### src/rtl/fxp_arith_unit.sv
// -----------------------------------------------------------------------------
// fxp_arith_unit
// Registered signed fixed-point arithmetic unit (add / multiply / divide) on
// two's-complement Q(DATA_WIDTH-FIXED_PNT).(FIXED_PNT) operands, shared behind
// one start/busy/data_ready handshake.
//
// Ports:
//   clk          clock, rising edge
//   rst_n        asynchronous active-low reset
//   start        request, sampled only while busy=0
//   op           00 add, 01 mult, 10 div, 11 treated as add
//   num1, num2   signed operands (dividend / divisor for div)
//   result       signed result, held until the next completion
//   overflow     true result above max positive
//   underflow    true result below min negative
//   div_by_zero  last completed div had num2 == 0
//   busy         division in progress
//   data_ready   one-cycle pulse aligned with each result update
//
// Build option:
//   FXP_SATURATE_EN  when defined, out-of-range results clamp to max positive /
//                    min negative; otherwise they wrap to the low DATA_WIDTH
//                    bits. Divide-by-zero results are saturated in both builds.
//
// Add and mult complete at the accept edge. Div runs a restoring divider on
// magnitudes, one quotient bit per cycle for DATA_WIDTH+FIXED_PNT cycles, and
// completes one edge later with the sign applied.
// -----------------------------------------------------------------------------
`timescale 1ns/1ps
module fxp_arith_unit #(
    parameter int DATA_WIDTH = 16,
    parameter int FIXED_PNT  = 8
) (
    input  logic                  clk,
    input  logic                  rst_n,
    input  logic                  start,
    input  logic [1:0]            op,
    input  logic [DATA_WIDTH-1:0] num1,
    input  logic [DATA_WIDTH-1:0] num2,
    output logic [DATA_WIDTH-1:0] result,
    output logic                  overflow,
    output logic                  underflow,
    output logic                  div_by_zero,
    output logic                  busy,
    output logic                  data_ready
);
    localparam int DW = DATA_WIDTH;
    localparam int N  = DATA_WIDTH + FIXED_PNT;   // divider iterations
    localparam int CW = $clog2(N + 1);
    localparam int XW = 2 * DATA_WIDTH + 1;       // wide enough for any true result
    localparam logic [DW-1:0] MAX_POS = {1'b0, {(DW-1){1'b1}}};
    localparam logic [DW-1:0] MIN_NEG = {1'b1, {(DW-1){1'b0}}};

    typedef enum logic {
        S_IDLE = 1'b0,
        S_DIV  = 1'b1
    } state_t;

    state_t r_state;
    state_t w_state_next;

    logic [DW-1:0] r_result;
    logic          r_overflow;
    logic          r_underflow;
    logic          r_div_by_zero;
    logic          r_data_ready;

    // divider state
    logic [DW-1:0] r_rem;
    logic [DW-1:0] r_dvsr;
    logic [N-1:0]  r_quo;       // dividend bits shift out the top, quotient bits shift in
    logic          r_neg;
    logic          r_n1_neg;
    logic          r_dz;
    logic [CW-1:0] r_cnt;

    logic w_accept;
    logic w_div_done;
    assign w_accept   = start && (r_state == S_IDLE);
    assign w_div_done = (r_state == S_DIV) && (r_cnt == CW'(N));

    // ---------------- add / mult ----------------
    logic signed [DW:0]      w_sum;
    logic signed [2*DW-1:0]  w_n1_x;
    logic signed [2*DW-1:0]  w_n2_x;
    logic signed [2*DW-1:0]  w_prod;
    logic signed [2*DW-1:0]  w_prod_sh;
    logic signed [XW-1:0]    w_add_x;
    logic signed [XW-1:0]    w_mul_x;

    assign w_sum     = $signed({num1[DW-1], num1}) + $signed({num2[DW-1], num2});
    assign w_n1_x    = {{DW{num1[DW-1]}}, num1};
    assign w_n2_x    = {{DW{num2[DW-1]}}, num2};
    assign w_prod    = w_n1_x * w_n2_x;               // exact: |product| <= 2^(2*DW-2)
    assign w_prod_sh = w_prod >>> FIXED_PNT;          // floor rounding
    assign w_add_x   = {{(XW-DW-1){w_sum[DW]}}, w_sum};
    assign w_mul_x   = {w_prod_sh[2*DW-1], w_prod_sh};

    // ---------------- divider ----------------
    logic [DW-1:0] w_abs1;
    logic [DW-1:0] w_abs2;
    logic [DW:0]   w_rem_sh;
    logic          w_ge;
    logic [DW-1:0] w_rem_diff;
    logic [XW-1:0] w_q_x;
    logic signed [XW-1:0] w_div_x;

    assign w_abs1     = num1[DW-1] ? (-num1) : num1;  // -MIN_NEG reads correctly as unsigned
    assign w_abs2     = num2[DW-1] ? (-num2) : num2;
    assign w_rem_sh   = {r_rem, r_quo[N-1]};
    assign w_ge       = (w_rem_sh >= {1'b0, r_dvsr});
    // When w_ge holds the difference is below the divisor, so low bits suffice.
    assign w_rem_diff = w_rem_sh[DW-1:0] - r_dvsr;
    assign w_q_x      = {{(XW-N){1'b0}}, r_quo};
    assign w_div_x    = r_neg ? -w_q_x : w_q_x;

    // ---------------- range check / result formatting ----------------
    logic signed [XW-1:0] w_true_x;
    logic                 w_ov;
    logic                 w_un;
    logic [DW-1:0]        w_res;

    always_comb begin
        w_true_x = w_add_x;
        if (r_state == S_DIV) begin
            w_true_x = w_div_x;
        end else if (op == 2'b01) begin
            w_true_x = w_mul_x;
        end
    end

    // In range iff every bit from DW-1 upward equals the sign bit.
    assign w_ov = !w_true_x[XW-1] &&  (|w_true_x[XW-2:DW-1]);
    assign w_un =  w_true_x[XW-1] && !(&w_true_x[XW-2:DW-1]);

`ifdef FXP_SATURATE_EN
    assign w_res = w_ov ? MAX_POS : (w_un ? MIN_NEG : w_true_x[DW-1:0]);
`else
    assign w_res = w_true_x[DW-1:0];
`endif

    // ---------------- control FSM ----------------
    always_ff @(posedge clk or negedge rst_n) begin
        if (!rst_n) begin
            r_state <= S_IDLE;
        end else begin
            r_state <= w_state_next;
        end
    end

    always_comb begin
        w_state_next = r_state;
        case (r_state)
            S_IDLE:  if (w_accept && (op == 2'b10)) w_state_next = S_DIV;
            S_DIV:   if (w_div_done) w_state_next = S_IDLE;
            default: w_state_next = S_IDLE;
        endcase
    end

    // ---------------- datapath registers ----------------
    always_ff @(posedge clk or negedge rst_n) begin
        if (!rst_n) begin
            r_result      <= '0;
            r_overflow    <= 1'b0;
            r_underflow   <= 1'b0;
            r_div_by_zero <= 1'b0;
            r_data_ready  <= 1'b0;
            r_rem         <= '0;
            r_dvsr        <= '0;
            r_quo         <= '0;
            r_neg         <= 1'b0;
            r_n1_neg      <= 1'b0;
            r_dz          <= 1'b0;
            r_cnt         <= '0;
        end else begin
            r_data_ready <= 1'b0;
            if (w_accept) begin
                if (op == 2'b10) begin
                    r_rem    <= '0;
                    r_quo    <= {w_abs1, {FIXED_PNT{1'b0}}};
                    r_dvsr   <= w_abs2;
                    r_neg    <= num1[DW-1] ^ num2[DW-1];
                    r_n1_neg <= num1[DW-1];
                    r_dz     <= (num2 == '0);
                    r_cnt    <= '0;
                end else begin
                    r_result      <= w_res;
                    r_overflow    <= w_ov;
                    r_underflow   <= w_un;
                    r_div_by_zero <= 1'b0;
                    r_data_ready  <= 1'b1;
                end
            end else if (r_state == S_DIV) begin
                if (w_div_done) begin
                    if (r_dz) begin
                        // quotient is meaningless here; saturate by dividend sign
                        r_result    <= r_n1_neg ? MIN_NEG : MAX_POS;
                        r_overflow  <= !r_n1_neg;
                        r_underflow <= r_n1_neg;
                    end else begin
                        r_result    <= w_res;
                        r_overflow  <= w_ov;
                        r_underflow <= w_un;
                    end
                    r_div_by_zero <= r_dz;
                    r_data_ready  <= 1'b1;
                end else begin
                    r_rem <= w_ge ? w_rem_diff : w_rem_sh[DW-1:0];
                    r_quo <= {r_quo[N-2:0], w_ge};
                    r_cnt <= r_cnt + CW'(1);
                end
            end
        end
    end

    assign result      = r_result;
    assign overflow    = r_overflow;
    assign underflow   = r_underflow;
    assign div_by_zero = r_div_by_zero;
    assign data_ready  = r_data_ready;
    assign busy        = (r_state == S_DIV);

endmodule

### config.mk
export PLATFORM = sky130hd
export DESIGN_NAME = fxp_arith_unit
export DESIGN_NICKNAME = d
export VERILOG_FILES = /design/src/rtl/fxp_arith_unit.sv
export SDC_FILE = /design/constraint.sdc
export NUM_CORES = 1
export LEC_CHECK = 0
export ABC_AREA = 1
export ABC_CLOCK_PERIOD_IN_PS = 3900
export CORE_ASPECT_RATIO = 1.4
export CORE_UTILIZATION = 55
export DETAILED_ROUTE_END_ITERATION = 10
export PLACE_DENSITY = 0.78
export SETUP_SLACK_MARGIN = 0.15
export SYNTH_ARGS = -nofsm -noshare
export SYNTH_HDL_FRONTEND = slang
export SYNTH_SLANG_ARGS = --single-unit
### constraint.sdc
create_clock -name clk -period 3.9 [get_ports clk]
set_input_delay 0.78 -clock clk [delete_from_list [all_inputs] [get_ports clk]]
set_output_delay 0.78 -clock clk [all_outputs]
set_load 0.05 [all_outputs]
==> results of run 1 <==
[through the flow]
step                setup WS, ns  area, µm²  util (%)
global route               -2.49      23100      73.2
floorplan                  -2.23      18500         -
finish                     -2.28      23100      73.2
global placement           -2.98      20700      65.6
CTS                        -2.26      22700      72.0
detailed placement         -3.07      20700      65.6
[timing repair]
action,4_1_cts,5_1_grt
buffers inserted,63,12
pin swaps,166,113
gates cloned,9,0
gates resized for setup,449,95
endpoints found under the setup margin,18,18
[sequential cells by signal, summed over array words and instances (netlist names)]
name	cells
busy	1
r_neg	1
r_dvsr	16
r_quo	24
data_ready	1
r_n1_neg	1
r_dz	1
div_by_zero	1
result	16
overflow	1
r_cnt	5
underflow	1
r_rem	16
[how the worst min path moves through the flow]
stage / start / to / depth (start not counted)
floorplan: r_dvsr[10]$_DFFE_PN0P_ / r_dvsr[10]$_DFFE_PN0P_ / 2
global placement: r_dvsr[14]$_DFFE_PN0P_ / r_dvsr[14]$_DFFE_PN0P_ / 2
detailed placement: result[7]$_DFFE_PN0P_ / result[7]$_DFFE_PN0P_ / 2
CTS: rst_n / r_rem[4]$_DFFE_PN0P_ / 1
global route: rst_n / r_rem[4]$_DFFE_PN0P_ / 1
finish: rst_n / r_rem[5]$_DFFE_PN0P_ / 1
[layer usage]
layer  vias up  track usage [%]  share of wire, %
li1       7865                -                 -
met1      8259             39.4                34
met2       700             70.4                50
met3       348             5.85               5.8
met4         0             31.9               9.4
met5         -                0                 0
[logic make-up (layout without fill, tap and decap cells)]
group	Yosys count	after routing
and+or+nand+nor	902	902
AOI/OAI and AO/OA	305	305
xor gates and xnor gates	56	56
DFF	85	85
adders and majority gates	380	380
buffers and inverters	709	1009
[placed cells by master, fill, tap and decap left out, types with 8 or more instances in the layout]
| cell type | synthesis | final |
|---|---|---|
| clkdlybuf4s50_1 | 0 | 25 |
| a21oi_4 | 2 | 10 |
| xor2_1 | 37 | 36 |
| fa_2 | 0 | 23 |
| nand4_1 | 10 | 10 |
| inv_1 | 600 | 516 |
| inv_2 | 12 | 91 |
| buf_6 | 2 | 59 |
| ha_1 | 117 | 79 |
| xnor2_1 | 19 | 18 |
| dfrtp_1 | 85 | 85 |
| nor3_1 | 13 | 10 |
| a21oi_1 | 123 | 91 |
| buf_2 | 11 | 10 |
| clkbuf_16 | 0 | 9 |
| ha_4 | 0 | 33 |
| nand3_2 | 5 | 18 |
| a21oi_2 | 3 | 27 |
| buf_12 | 0 | 29 |
| nand2_1 | 605 | 513 |
| fa_1 | 263 | 240 |
| nor2_2 | 8 | 28 |
| o21ai_0 | 104 | 85 |
| buf_4 | 6 | 235 |
| nand2_2 | 11 | 70 |
| nand3_1 | 82 | 68 |
| nor2_4 | 1 | 13 |
| o21ai_1 | 12 | 20 |
| nand2_4 | 1 | 30 |
| or2_2 | 9 | 8 |
| o211ai_1 | 9 | 9 |
| o21ai_2 | 6 | 15 |
| o22ai_1 | 10 | 9 |
| nor2_1 | 134 | 102 |
[worst max-delay path: cells and delay by family]
kind	cells	cell delay [ns]
adders and majority gates	7	3.31
and+or+nand+nor	16	1.32
buffers and inverters	11	0.98
[final cells by class]
type                       count  area [µm²]  area share [%]
clock inverter                 6        53.8           0.233
clock buffer                  10         239            1.04
sequential                    85        2130            9.22
timing repair buffer         378        3660            15.9
multi-input combinational   1643       14200            61.4
inverter                     615        2320            10.1
tap                          395         494            2.14
==> impl_metrics.json, run 1 <==
{
  "status": "finished with violations",
  "violations": "setup timing",
  "place.gp.congestion": 1.02,
  "nFillCells": 2321,
  "post_synth_inst_count": 2437,
  "seq_area_frac_synth_pct": 12.1,
  "synth.distinct_cells": 54,
  "drv_slew": 0,
  "ios": 58,
  "slowest_stage": "fa_1",
  "yosysTopAreaCell": "fa_1",
  "period_minus_slack_ns": 6.18,
  "fmax_mhz": 162,
  "cts.sinks": 85,
  "antenna_found_initial": 0,
  "drtIter0Drc": 1115,
  "tightest_slew_ns": 0.721,
  "clk_latency_ns": 0.35,
  "drcViolationCount": 0,
  "dp_cells": 3032,
  "die_y_um": 213,
  "grt_setup_unrepaired": "true",
  "synth.cell_area_um2": 17500,
  "yosysWarnings": 0,
  "avgSynthCellArea_um2": 7.20,
  "core_um2": 31500,
  "synthTopCellsByArea": "fa_1 (30%), nand2_1 (13%), inv_1 (13%)",
  "end_kind": "flop",
  "synth-adder-area-share_pct": 38.4,
  "synth_compound_area_share_pct": 9.80,
  "clk_pin_slew_ns": 0.07,
  "ys.flop_type": "dfrtp_1",
  "synth-simple-area-share_pct": 21.4,
  "setup_viol": 18,
  "holdWs_ns": 0.419,
  "rows": 77,
  "synthMuxAreaShare_pct": 0,
  "cp.required_ns": 4.14,
  "synth_top_area_share_pct": 30.0,
  "final_hold_viol_count": 0,
  "synth_edf_count": 0,
  "hpwlAfterDp_um": 46900,
  "r2r_end": "r_rem[14]$_DFFE_PN0P_",
  "synth_top_family_by_area": "adder cells",
  "async_reset_ff_share_pct": 100,
  "routed_wl_um": 60900,
  "crit_fanout": 6,
  "start_util_pct": 55.7,
  "grt_pass1_vias": 18598,
  "synth-seq-cells": 85,
  "area_growth_pct": 31.6,
  "critPathKind": "in2reg",
  "maxCapViolations": 0,
  "startpoint": "num1[15]",
  "yosys-top-cells-count": "nand2_1 (605), inv_1 (600), fa_1 (263)",
  "slowest_delay_ns": 0.55,
  "max_slew_margin_pct": 51.6,
  "path_common_cell": "nand2_1",
  "grt_start_max_net_pins": 44,
  "portBuffers": 57,
  "drive_gt1_share_pct": 28.2,
  "clock_skew_ns": 0.0111,
  "finalWorstSetupSlack_ns": -2.28,
  "final_cells": 3132,
  "die_x_um": 153,
  "crit_path_end": "underflow$_DFFE_PN0P_",
  "clockRootBuffer": "clkbuf_16",
  "cts_inserted_buffers": 9,
  "dr.pass1.iters": 5,
  "cts_tree": "done",
  "r2r_slack_ns": 1.05,
  "vias_per_cell": 5.48,
  "crit_arrival_ns": 6.43,
  "nets": 3149,
  "vias": 17172,
  "setup_tns_ns": -35.21,
  "postRouteAntennaNets": 0,
  "htree_levels": 3,
  "diodes": 0,
  "grt_pass1_wl_um": 95500,
  "r2r_start": "r_quo[23]$_DFFE_PN0P_",
  "synth.most_common_cell": "nand2_1",
  "post-route-period-util_pct": 159,
  "postCtsHoldBufs": 0,
  "hold_path.class": "in2async",
  "grt_util_all_layers_pct": 38.6,
  "cts.path.max_buffers": 2,
  "die-area_um2": 32600,
  "synth-xor-area-share_pct": 2.80,
  "gr-total-overflow": 0,
  "syn-num-nets": 2854,
  "wl_per_cell_um": 19.4,
  "cp-start-kind": "input pin",
  "r2r_cells": 12
}
Power of run 1 is left out: the tool's default activity adds up to more than one toggle a clock period on the data nets, which glitch-free logic cannot reach.
==> inputs of run 2 (changes only) <==
--- a/config.mk
+++ b/config.mk
@@ -8,6 +8,7 @@
 export ABC_AREA = 1
 export ABC_CLOCK_PERIOD_IN_PS = 3900
 export CORE_ASPECT_RATIO = 1.4
+export CORE_MARGIN = 4
 export CORE_UTILIZATION = 55
 export DETAILED_ROUTE_END_ITERATION = 10
 export PLACE_DENSITY = 0.78
==> impl_metrics.json, run 2 (synthesized netlist as in run 1, its figures left out) <==
{
  "dpl-instance-area_um2": 20700,
  "grt_setup_unrepaired": "true",
  "fmax_mhz": 159,
  "grt_pass1_wl_um": 93800,
  "slowest_stage": "fa_1",
  "cp-start-kind": "input pin",
  "end_kind": "flop",
  "fin_area_um2": 22800,
  "area_growth_pct": 30.1,
  "die-area_um2": 34800,
  "crit_arrival_ns": 6.53,
  "routed_wl_um": 60000,
  "start_util_pct": 55.7,
  "dr.pass1.iters": 6,
  "die_x_um": 159,
  "largest_reg_flops": 24,
  "drtIter0Drc": 1303,
  "vias_per_cell": 5.50,
  "cts.path.max_buffers": 2,
  "ios": 58,
  "final_cell_mix": "inv_1 (529), nand2_1 (518), fa_1 (236)",
  "clockRootBuffer": "clkbuf_16",
  "crit_fanout": 6,
  "cts.sinks": 85,
  "hpwlAfterDp_um": 46800,
  "max_slew_margin_pct": 43.6,
  "cp.required_ns": 4.15,
  "diodes": 0,
  "grt_start_max_net_pins": 66,
  "finalWorstSetupSlack_ns": -2.38,
  "slowest_delay_ns": 0.68,
  "clock_skew_ns": 0.00782,
  "antenna_found_initial": 0,
  "final_hold_viol_count": 0,
  "drv_slew": 0,
  "postRouteAntennaNets": 0,
  "rows": 77,
  "clk_latency_ns": 0.35,
  "htree_levels": 3,
  "die_y_um": 219,
  "status": "finished with violations",
  "drive_gt1_share_pct": 26.6,
  "critPathKind": "in2reg",
  "wl_per_cell_um": 19.3,
  "final_cells": 3112,
  "grt_util_all_layers_pct": 34.4,
  "place.gp.congestion": 0.985,
  "violations": "setup timing",
  "layout_commonest_cell": "inv_1",
  "top_register": "r_quo",
  "holdWs_ns": 0.484,
  "tightest_slew_ns": 0.846,
  "maxCapViolations": 0,
  "hold_path.class": "reg2reg",
  "grt_pass1_vias": 18257,
  "drcViolationCount": 0,
  "vias": 17130,
  "utilization_pct": 72.4,
  "gr-total-overflow": 0,
  "post-route-period-util_pct": 161,
  "setup_viol": 18,
  "core_um2": 31500,
  "clk_pin_slew_ns": 0.07,
  "cts_inserted_buffers": 9,
  "dp_cells": 3029,
  "period_minus_slack_ns": 6.28,
  "cts_tree": "done",
  "nets": 3129,
  "portBuffers": 57
}
==> run 2: cell types whose count changed in the layout (fill, tap and decap cells not counted), sizes merged <==
cell	change
clkinvlp	+2
buf	-34
dlygate4sd2	+2
clkinv	-3
clkbuf	+8
bufbuf	+1
clkdlybuf4s15	+4
==> run 2: layout make-up <==
cell class	instances	area, µm²
fillers	2312	8690
multi-input cells	1643	14100
repair buffers	358	3450
inverters	615	2320
clock buffers	11	253
well taps	395	494
clock inverters	5	42.5
flip-flops and latches	85	2130
==> run 2: repair_timing <==
action | CTS | global route
hold buffers | 0 | 0
gates cloned | 5 | 1
gates resized for setup | 338 | 130
buffers inserted | 45 | 16
pin swaps | 169 | 99
setup endpoints to repair | 18 | 18
==> run 2: per-stage QoR <==
step / setup TNS (ns) / setup WS, ns
after floorplan: -29.26 / -2.23
final: -35.72 / -2.38
after detailed placement: -51.18 / -3.11
after global routing: -38.98 / -2.65
after CTS: -35.17 / -2.37
after global placement: -49.72 / -3.07
==> run 2: path summary, 6_finish.rpt <==
check                                       from               endpoint  slack (ns)  depth (start not counted)
max reg2reg                r_quo[23]$_DFFE_PN0P_  r_rem[14]$_DFFE_PN0P_        0.99                         12
min reg2reg                r_dvsr[3]$_DFFE_PN0P_  r_dvsr[3]$_DFFE_PN0P_        0.48                          2
max in group asynchronous                  rst_n  result[4]$_DFFE_PN0P_        2.55                          2
min in group asynchronous                  rst_n   r_rem[5]$_DFFE_PN0P_        0.50                          1
max                                     num2[13]  underflow$_DFFE_PN0P_       -2.38                         29
min                        r_dvsr[3]$_DFFE_PN0P_  r_dvsr[3]$_DFFE_PN0P_        0.48                          2
==> run 2: critical path, delay by kind of cell <==
family          cells  cell delay [ns]
compound gates      4             0.62
fa+ha+maj           7             3.34
buf+inv             8             1.06
simple gates       10             0.73
==> run 2: metal layers <==
layer / routed length (µm) / up-vias / share of wire, % / GRT usage (%)
li1: - / 7814 / - / -
met2: 31000 / 758 / 52 / 63.2
met3: 3560 / 282 / 5.9 / 4.47
met1: 20400 / 8276 / 34 / 36.8
met4: 5040 / 0 / 8.4 / 23.4
met5: 0 / - / 0 / 0
Power of run 2 is left out for the same reason.
